===== config.mk =====
export PLATFORM = sky130hd
export DESIGN_NAME = btb_2way
export DESIGN_NICKNAME = d
export VERILOG_FILES = /design/src/rtl/btb_2way.sv
export SDC_FILE = /design/constraint.sdc
export NUM_CORES = 1
export LEC_CHECK = 0
export BUFFER_PORTS_ARGS = -buffer_cell sky130_fd_sc_hd__buf_2
export CORE_ASPECT_RATIO = 0.9
export CORE_UTILIZATION = 38
export CTS_BUF_LIST = sky130_fd_sc_hd__clkbuf_2 sky130_fd_sc_hd__clkbuf_4 sky130_fd_sc_hd__clkbuf_8
export DETAILED_ROUTE_END_ITERATION = 16
export GPL_ROUTABILITY_DRIVEN = 0
export SYNTH_ARGS = -nofsm -noshare
export SYNTH_HDL_FRONTEND = slang
export SYNTH_SLANG_ARGS = --single-unit

===== constraint.sdc =====
create_clock -name clk -period 7.6 [get_ports clk]
set_clock_uncertainty 0.15 [all_clocks]
set_input_delay 0.38 -clock clk [delete_from_list [all_inputs] [get_ports clk]]
set_output_delay 0.38 -clock clk [all_outputs]
set_load 0.1 [all_outputs]

===== src/rtl/btb_2way.sv =====
// 2-way set-associative branch target buffer with per-set LRU and 2-bit counters.
// Optional BTB_PERF_EN macro adds lookup/mispredict performance counters.
module btb_2way #(
  parameter int         ADDR_W   = 32,
  parameter int         INDEX_W  = 3,
  parameter int         TAG_W    = 8,
  parameter logic [1:0] CNT_INIT = 2'b10
) (
  input  logic              clk,
  input  logic              rst_n,
  input  logic              memory_stall,
  input  logic [ADDR_W-1:0] pc_1,
  input  logic [ADDR_W-1:0] pc_3,
  input  logic              is_branch_3,
  input  logic              taken_3,
  input  logic              prev_taken_3,
  input  logic [ADDR_W-1:0] target_3,
  output logic [ADDR_W-1:0] branch_pc,
  output logic              flush,
`ifdef BTB_PERF_EN
  output logic [31:0]       perf_lookups,
  output logic [31:0]       perf_mispredicts,
`endif
  output logic              taken
);

  localparam int SETS = 1 << INDEX_W;
  localparam int TW   = ADDR_W - 2;

  logic [1:0]       valid_q [SETS];
  logic [TAG_W-1:0] tag_q   [SETS][2];
  logic [TW-1:0]    tgt_q   [SETS][2];
  logic [1:0]       cnt_q   [SETS][2];
  logic [SETS-1:0]  lru_q;

  logic [INDEX_W-1:0] idx_1, idx_3;
  logic [TAG_W-1:0]   tag_1, tag_3;
  logic [1:0]         match_1, match_3;
  logic               hit_1, hit_3, way_1, way_3;
  logic [TW-1:0]      stored_tgt_3;
  logic               target_wrong, dir_wrong, upd_en;
  logic [1:0]         cnt_cur, cnt_d;
  logic               victim;

  assign idx_1 = pc_1[2+INDEX_W-1:2];
  assign tag_1 = pc_1[2+INDEX_W+TAG_W-1 -: TAG_W];
  assign idx_3 = pc_3[2+INDEX_W-1:2];
  assign tag_3 = pc_3[2+INDEX_W+TAG_W-1 -: TAG_W];

  always_comb begin
    for (int w = 0; w < 2; w++) begin
      match_1[w] = valid_q[idx_1][w] && (tag_q[idx_1][w] == tag_1);
      match_3[w] = valid_q[idx_3][w] && (tag_q[idx_3][w] == tag_3);
    end
  end

  // Tags are unique within a set, so way 0 wins only when it matches.
  assign hit_1 = |match_1;
  assign way_1 = ~match_1[0];
  assign hit_3 = |match_3;
  assign way_3 = ~match_3[0];

  assign taken        = hit_1 & cnt_q[idx_1][way_1][1];
  assign stored_tgt_3 = tgt_q[idx_3][way_3];

  assign target_wrong = is_branch_3 & prev_taken_3 & taken_3 &
                        (~hit_3 | (stored_tgt_3 != target_3[ADDR_W-1:2]));
  assign dir_wrong    = is_branch_3 & (prev_taken_3 != taken_3);
  assign flush        = dir_wrong | target_wrong;

  always_comb begin
    if (flush)
      branch_pc = taken_3 ? target_3 : pc_3 + ADDR_W'(4);
    else if (taken)
      branch_pc = {tgt_q[idx_1][way_1], 2'b00};
    else
      branch_pc = pc_1 + ADDR_W'(4);
  end

  assign upd_en  = ~memory_stall & is_branch_3;
  assign cnt_cur = cnt_q[idx_3][way_3];

  always_comb begin
    cnt_d = cnt_cur;
    if (taken_3 && cnt_cur != 2'b11)
      cnt_d = cnt_cur + 2'b01;
    else if (!taken_3 && cnt_cur != 2'b00)
      cnt_d = cnt_cur - 2'b01;
  end

  always_comb begin
    if (!valid_q[idx_3][0])
      victim = 1'b0;
    else if (!valid_q[idx_3][1])
      victim = 1'b1;
    else
      victim = lru_q[idx_3];
  end

  always_ff @(posedge clk) begin
    if (!rst_n) begin
      for (int s = 0; s < SETS; s++) begin
        valid_q[s]  <= 2'b00;
        cnt_q[s][0] <= 2'b00;
        cnt_q[s][1] <= 2'b00;
      end
      lru_q <= '0;
    end else if (upd_en) begin
      if (hit_3) begin
        if (target_wrong) begin
          tgt_q[idx_3][way_3] <= target_3[ADDR_W-1:2];
          cnt_q[idx_3][way_3] <= CNT_INIT;
        end else begin
          cnt_q[idx_3][way_3] <= cnt_d;
        end
        lru_q[idx_3] <= ~way_3;
      end else if (taken_3) begin
        valid_q[idx_3][victim] <= 1'b1;
        tag_q[idx_3][victim]   <= tag_3;
        tgt_q[idx_3][victim]   <= target_3[ADDR_W-1:2];
        cnt_q[idx_3][victim]   <= CNT_INIT;
        lru_q[idx_3]           <= ~victim;
      end
    end
  end

`ifdef BTB_PERF_EN
  logic [31:0] perf_lookups_q, perf_mispredicts_q;

  always_ff @(posedge clk) begin
    if (!rst_n) begin
      perf_lookups_q     <= '0;
      perf_mispredicts_q <= '0;
    end else if (upd_en) begin
      perf_lookups_q <= perf_lookups_q + 32'd1;
      if (flush)
        perf_mispredicts_q <= perf_mispredicts_q + 32'd1;
    end
  end

  assign perf_lookups     = perf_lookups_q;
  assign perf_mispredicts = perf_mispredicts_q;
`endif

endmodule

**Yosys cells after proc, flatten, opt, wreduce, memory -nomap -nowiden**

Memories as Yosys holds them, arrays and structs flattened.
Index checks and enable logic that the tools add are counted.

- Eq/ne operators: 7
- Reductions and logical operators: 18
- Magnitude comparators: 9
- Bitwise logic cells: 84
- Mux-type cells: 133
- $add $sub $neg: 4

Operators with widths:

| operator | count |
|---|---|
| 2-to-1 mux 30 bit | 8 |
| 2-to-1 mux 60 bit | 2 |
| 2-to-1 mux 32 bit | 3 |
| 2-to-1 mux 1 bit | 86 |
| OR 1 bit | 70 |
| adder 32 x 3 -> 32 bit, second input constant | 2 |
| demux 30 bit (select 1 bit) | 2 |
| == test 8 bit | 4 |
| != test 30 bit | 1 |
| 2-to-1 mux 2 bit | 13 |
| 2-to-1 mux 8 bit | 3 |
| 2-to-1 mux 4 bit | 5 |
| bitwise mux 8 bit | 2 |
| 2-to-1 mux 16 bit | 1 |
| logical AND 1 bit | 10 |
| demux 8 bit (select 1 bit) | 1 |
| bitwise AND 1 bit | 6 |
| greater-or-equal comparator 2 bit, second input constant | 3 |
| 2-to-1 mux 3 bit | 2 |
| NOT 1 -> 2 bit | 3 |
| OR reduction 2 bit | 3 |
| NOT 1 bit | 5 |
| demux 2 bit (select 1 bit) | 2 |
| < comparator 2 x 1 -> 1 bit, second input constant | 2 |
| other kinds (15) | 16 |

- Output and inout port bits: 34
- RAM bits: 656
- Bits in registers: 8
- Bits of input ports: 102
- Word-level logic and storage cells: 260
- Memories kept: 4

Memory list:

| name | depth | bits a word | rd ports | clocked after memory_dff | write ports | RTL line | source |
|---|---|---|---|---|---|---|---|
| tgt_q | 8 | 60 | 2 | 0 | 1 | 32 | `logic [TW-1:0] tgt_q [SETS][2];` |
| tag_q | 8 | 16 | 2 | 0 | 1 | 31 | `logic [TAG_W-1:0] tag_q [SETS][2];` |
| cnt_q | 8 | 4 | 2 | 0 | 8 | 33 | `logic [1:0] cnt_q [SETS][2];` |
| valid_q | 8 | 2 | 2 | 0 | 8 | 30 | `logic [1:0] valid_q [SETS];` |

**Depth between registers and ports, before layout**

An unclocked memory read counts as a cell.

- Depth after elaboration: 20
- Gate-level depth with buffers: 20

**Worst setup path after synthesis**

OpenSTA, ideal clock, no wires.

- Path type: input port to flip-flop
- From: input pc_3[3]
- To: memory tgt_q[0][30] (netlist bit), enable pin
- Data arrival time: 5.349 ns
- Cell stages on the path: 14
- Slack: 1.638 ns
- Data required time: 6.987 ns
- Setup time: 0.463 ns
- Cells stage by stage: buf_2 > buf_2 > mux4_2 > mux2i_1 > nor2_1 > and3_1 > nand2_1 > clkbuf_1 > o21ai_0 > xor2_1 > and4_1 > a21o_1 > buf_2 > o31ai_1

- Word-level cells in the longest chain between the ends: 17
- Elaborated cells on any way between the ends: 42
- Classes of those cells: order compare: 4; eq/ne: 3; mux: 20; bitwise: 7; reduce/logical: 5; memory: 3

RTL lines:

| item | RTL line | source |
|---|---|---|
| start, declared | 13 | `input logic [ADDR_W-1:0] pc_3,` |
| memory (8 x 16 bit) | - |  |
| == test 8 bit | 53 | `match_3[w] = valid_q[idx_3][w] && (tag_q[idx_3][w] == tag_3);` |
| logical AND 1 bit | 53 |  |
| NOT 1 bit | 61 | `assign way_3 = ~match_3[0];` |
| NOT 1 -> 2 bit (not written as such) | 64, 111 |  |
| 2-to-1 mux 30 bit (not written as such) (3 in series) | 64 | `assign stored_tgt_3 = tgt_q[idx_3][way_3];` |
| != test 30 bit | 67 | `(~hit_3 \| (stored_tgt_3 != target_3[ADDR_W-1:2]));` |
| OR 1 bit | 67 |  |
| bitwise AND 1 bit | 66 | `assign target_wrong = is_branch_3 & prev_taken_3 & taken_3 &` |
| 2-to-1 mux 1 bit | 110 | `if (target_wrong) begin` |
| 2-to-1 mux 1 bit | 109 | `if (hit_3) begin` |
| 2-to-1 mux 1 bit | 108 | `end else if (upd_en) begin` |
| 2-to-1 mux 1 bit | 101 | `if (!rst_n) begin` |
| 2-to-1 mux 60 bit (not written as such) | 111 | `tgt_q[idx_3][way_3] <= target_3[ADDR_W-1:2];` |
| OR 1 bit (no line) | - |  |
| end, declared | 32 |  |

Several ways; a longest one is shown, not always the timed one. The select of a mux whose other input is x is not followed.

**Worst setup path after layout**

- From: input pc_3[4]
- To: output branch_pc[8]

- Word-level cells in the longest chain between the ends: 13
- Elaborated cells on any way between the ends: 21
- Classes of those cells: add/sub: 1; eq/ne: 3; mux: 5; bitwise: 6; reduce/logical: 3; memory: 3

RTL lines:

| item | RTL line | source |
|---|---|---|
| memory (8 x 16 bit) | - |  |
| == test 8 bit | 53 |  |
| logical AND 1 bit | 53 |  |
| NOT 1 bit | 61 |  |
| NOT 1 -> 2 bit (not written as such) | 64 |  |
| 2-to-1 mux 30 bit (not written as such) (3 in series) | 64 |  |
| != test 30 bit | 67 |  |
| OR 1 bit | 67 |  |
| bitwise AND 1 bit | 66 |  |
| OR 1 bit | 69 | `assign flush = dir_wrong \| target_wrong;` |
| 2-to-1 mux 32 bit (*) | 72 | `if (flush)` |
| end, declared | 18 | `output logic [ADDR_W-1:0] branch_pc,` |

Mark *: on every way between the ends. The rest lies on a longest branch, timed or not. The select of a mux whose other input is x is not followed.

==> results.ini <==
[timing]
min_period_ps=6590
rsz0062_at_grt=false
worstMarginPinSlew_ps=1300
fmax_ghz=0.152
finalSetupTns_ps=0
min_period_over_period=0.867
slew_violations=0
finalHoldViolations=0
max_slew_margin=0.130
setup_viol=0

[critical_path]
crit_start=pc_3[4]
criticalPathCategory=primary input to output port
r2r.worst_path.cells=11
cp.arrival_ps=6060
critical_path_required_ps=7070
path_max_fanout=70
critPathLaunchType=primary input
reg2reg_from=tag_q[6][11]
endpoint_kind=output port

[synthesis]
synth_area_leader_cell=edfxtp_1
ys_seq_area_frac=0.576
muxShareOfSynthArea=0.205
synth_fa_ha_area_frac=0.00146
synth_top_family_by_area=multiplexers
synth_ff_type=edfxtp_1
ys_async_sr_fraction=0
synth_seq_cells=664
synth_nets=2469
synthTopCellsByCount=640 x edfxtp_1, 201 x mux4_2, 153 x mux2i_1
synth_xor_area_frac=0.0226
synth_most_common_cell=edfxtp_1
synth-edff-count=640
synth_top_area_share=0.562
synth_compound_area_frac=0.0978
avgSynthCellArea_um2=14.5
synthTopCellsByArea=edfxtp_1 56%, mux4_2 13%, mux2i_1 4.5%, mux2_2 2.7%, o22ai_1 1.6%
synth_cell_type_count=77
synth_cells=2363
ys_warn_count=0
synthSimpleGateAreaFrac=0.0691
syn-cell-area_mm2=0.0342

[layout]
syn2layout_area_growth_pct=14.0
fillers=7892
drive_gt1_frac=0.270
multiInputGateArea_mm2=0.0138
nets=2663
seq_area_mm2=0.0197
stdcell_count=3806

[cts]
cts_root_buffer=clkbuf_8
path_clk_slew_ps=80
cts-resized-gates=0
cts_buffer_depth=3
cts_tree=yes
insertion_delay_ps=760
cts.htree.levels=3
cts_buffers=110
cts_sinks=664

[detailed_routing]
drtPass1Iterations=6
drt_wl_total_mm=122
num_vias=24700
wl_per_cell_um=32.0
drt_iter0_markers=3659
drtAntennaViolNets=0
drc=0
avgViaCountPerCell=6.48

[flow_run]
maxCapViolCount=0

[worst_hold_path]
hp-class=primary input to register
worstHoldStart=pc_3[5]
holdPathStages=2

[die]
io_pins=136
die_w_um=318
row_count=103
core_area_mm2=0.0884
dieHeight_um=286
start_util=0.387
dieArea_mm2=0.0911

[global_route]
track_usage=0.263
antenna_found_initial=5
grt_pass1_wl_mm=174
grt_max_degree=82
grt_pass1_vias=24400
overflow=0

[placed_design]
place_inst=3567
portBuffers=135
hpwl_mm=77.0

[power_and_ir_drop]
p_leak_nw=13.0
ir_drop_uv=131
pwr_density_cell_mw_per_mm2=210

[outcome]
status=finished clean

-- logic make-up after synthesis --
group	after synthesis
DFF	664
AOI/OAI and AO/OA	501
and+or+nand+nor	464
muxes	439
buffers and inverters	203
xor gates and xnor gates	88
adders and majority gates	4
-- per-stage QoR --
step | hold slack [ps] | utilization | setup WS, ps | instance area, um^2 | power (mW)
after floorplan | 279 | - | 1640 | 34200 | 4.73
after global placement | 295 | 0.413 | 1240 | 36500 | 5.08
after detailed placement | 299 | 0.413 | 1240 | 36500 | 5.09
after CTS | 0.707 | 0.441 | 1160 | 39000 | 8.18
after global routing | 14.8 | 0.441 | 950 | 39000 | 8.39
final | 52.4 | 0.441 | 1010 | 39000 | 8.18
-- where the power goes --
part | switching [mW] | internal, mW | total (mW)
registers | 0.00974 | 4.03 | 4.04
clock network | 1.51 | 1.62 | 3.12
logic | 0.692 | 0.322 | 1.01
-- critical path, cell delays in order --
cell and delay, ps:
buf_6 290, inv_1 180, buf_4 480, nand2_1 730, o22ai_1 590, nor3_1 180, a2111oi_0 930, o2111a_1 350
nand3_1 80, a22oi_1 200, and4_1 270, a21oi_4 190, mux2i_1 600, buf_2 550
-- layout by cell type, fill, tap and decap left out, drive strengths merged, types with 41 or more instances in the layout --
cell	instances
edfxtp	640
buf	231
mux4	201
mux2i	153
nand2	143
clkbuf	142
a21oi	112
nor2	100
o22ai	89
mux2	85
o21ai	72
a211oi	60
xor2	52
nor2b	52
clkinv	50
o221ai	41
-- final timing paths --
| kind | slack (ps) | end |
|---|---|---|
| max reg2reg | 1780 | tgt_q[0][34] |
| min | 50 | tag_q[6][8] |
| max | 1010 | branch_pc[8] |
| min reg2reg | 310 | valid_q[4][0] |
-- per-layer routing --
layer / part of all wire / wire [um] / global-route usage
met1: 0.39 / 47900 / 0.362
met2: 0.44 / 53800 / 0.399
met3: 0.12 / 14800 / 0.0648
met4: 0.043 / 5250 / 0.112
met5: 0.00034 / 42 / 0
-- final cells by class --
cell class,count,area share
flip-flops and latches,664,0.506
repair buffers,264,0.0465
well taps,1155,0.0371
multi-input cells,1496,0.354
clock buffers,142,0.0450
diodes,3,0.000193
inverters,21,0.00202
clock inverters,61,0.00967
-- timing repair --
action / 4_1_cts / 5_1_grt
endpoints found under the hold margin: 499 / 0
hold buffers: 33 / 0
setup buffers: 0 / 0
-- registers in the layout, indices dropped and copies added (netlist names) --
register and cells:
cnt_q 32, lru_q 8, tag_q 128, tgt_q 480
valid_q 16
Power figures use the tool's default switching activity.
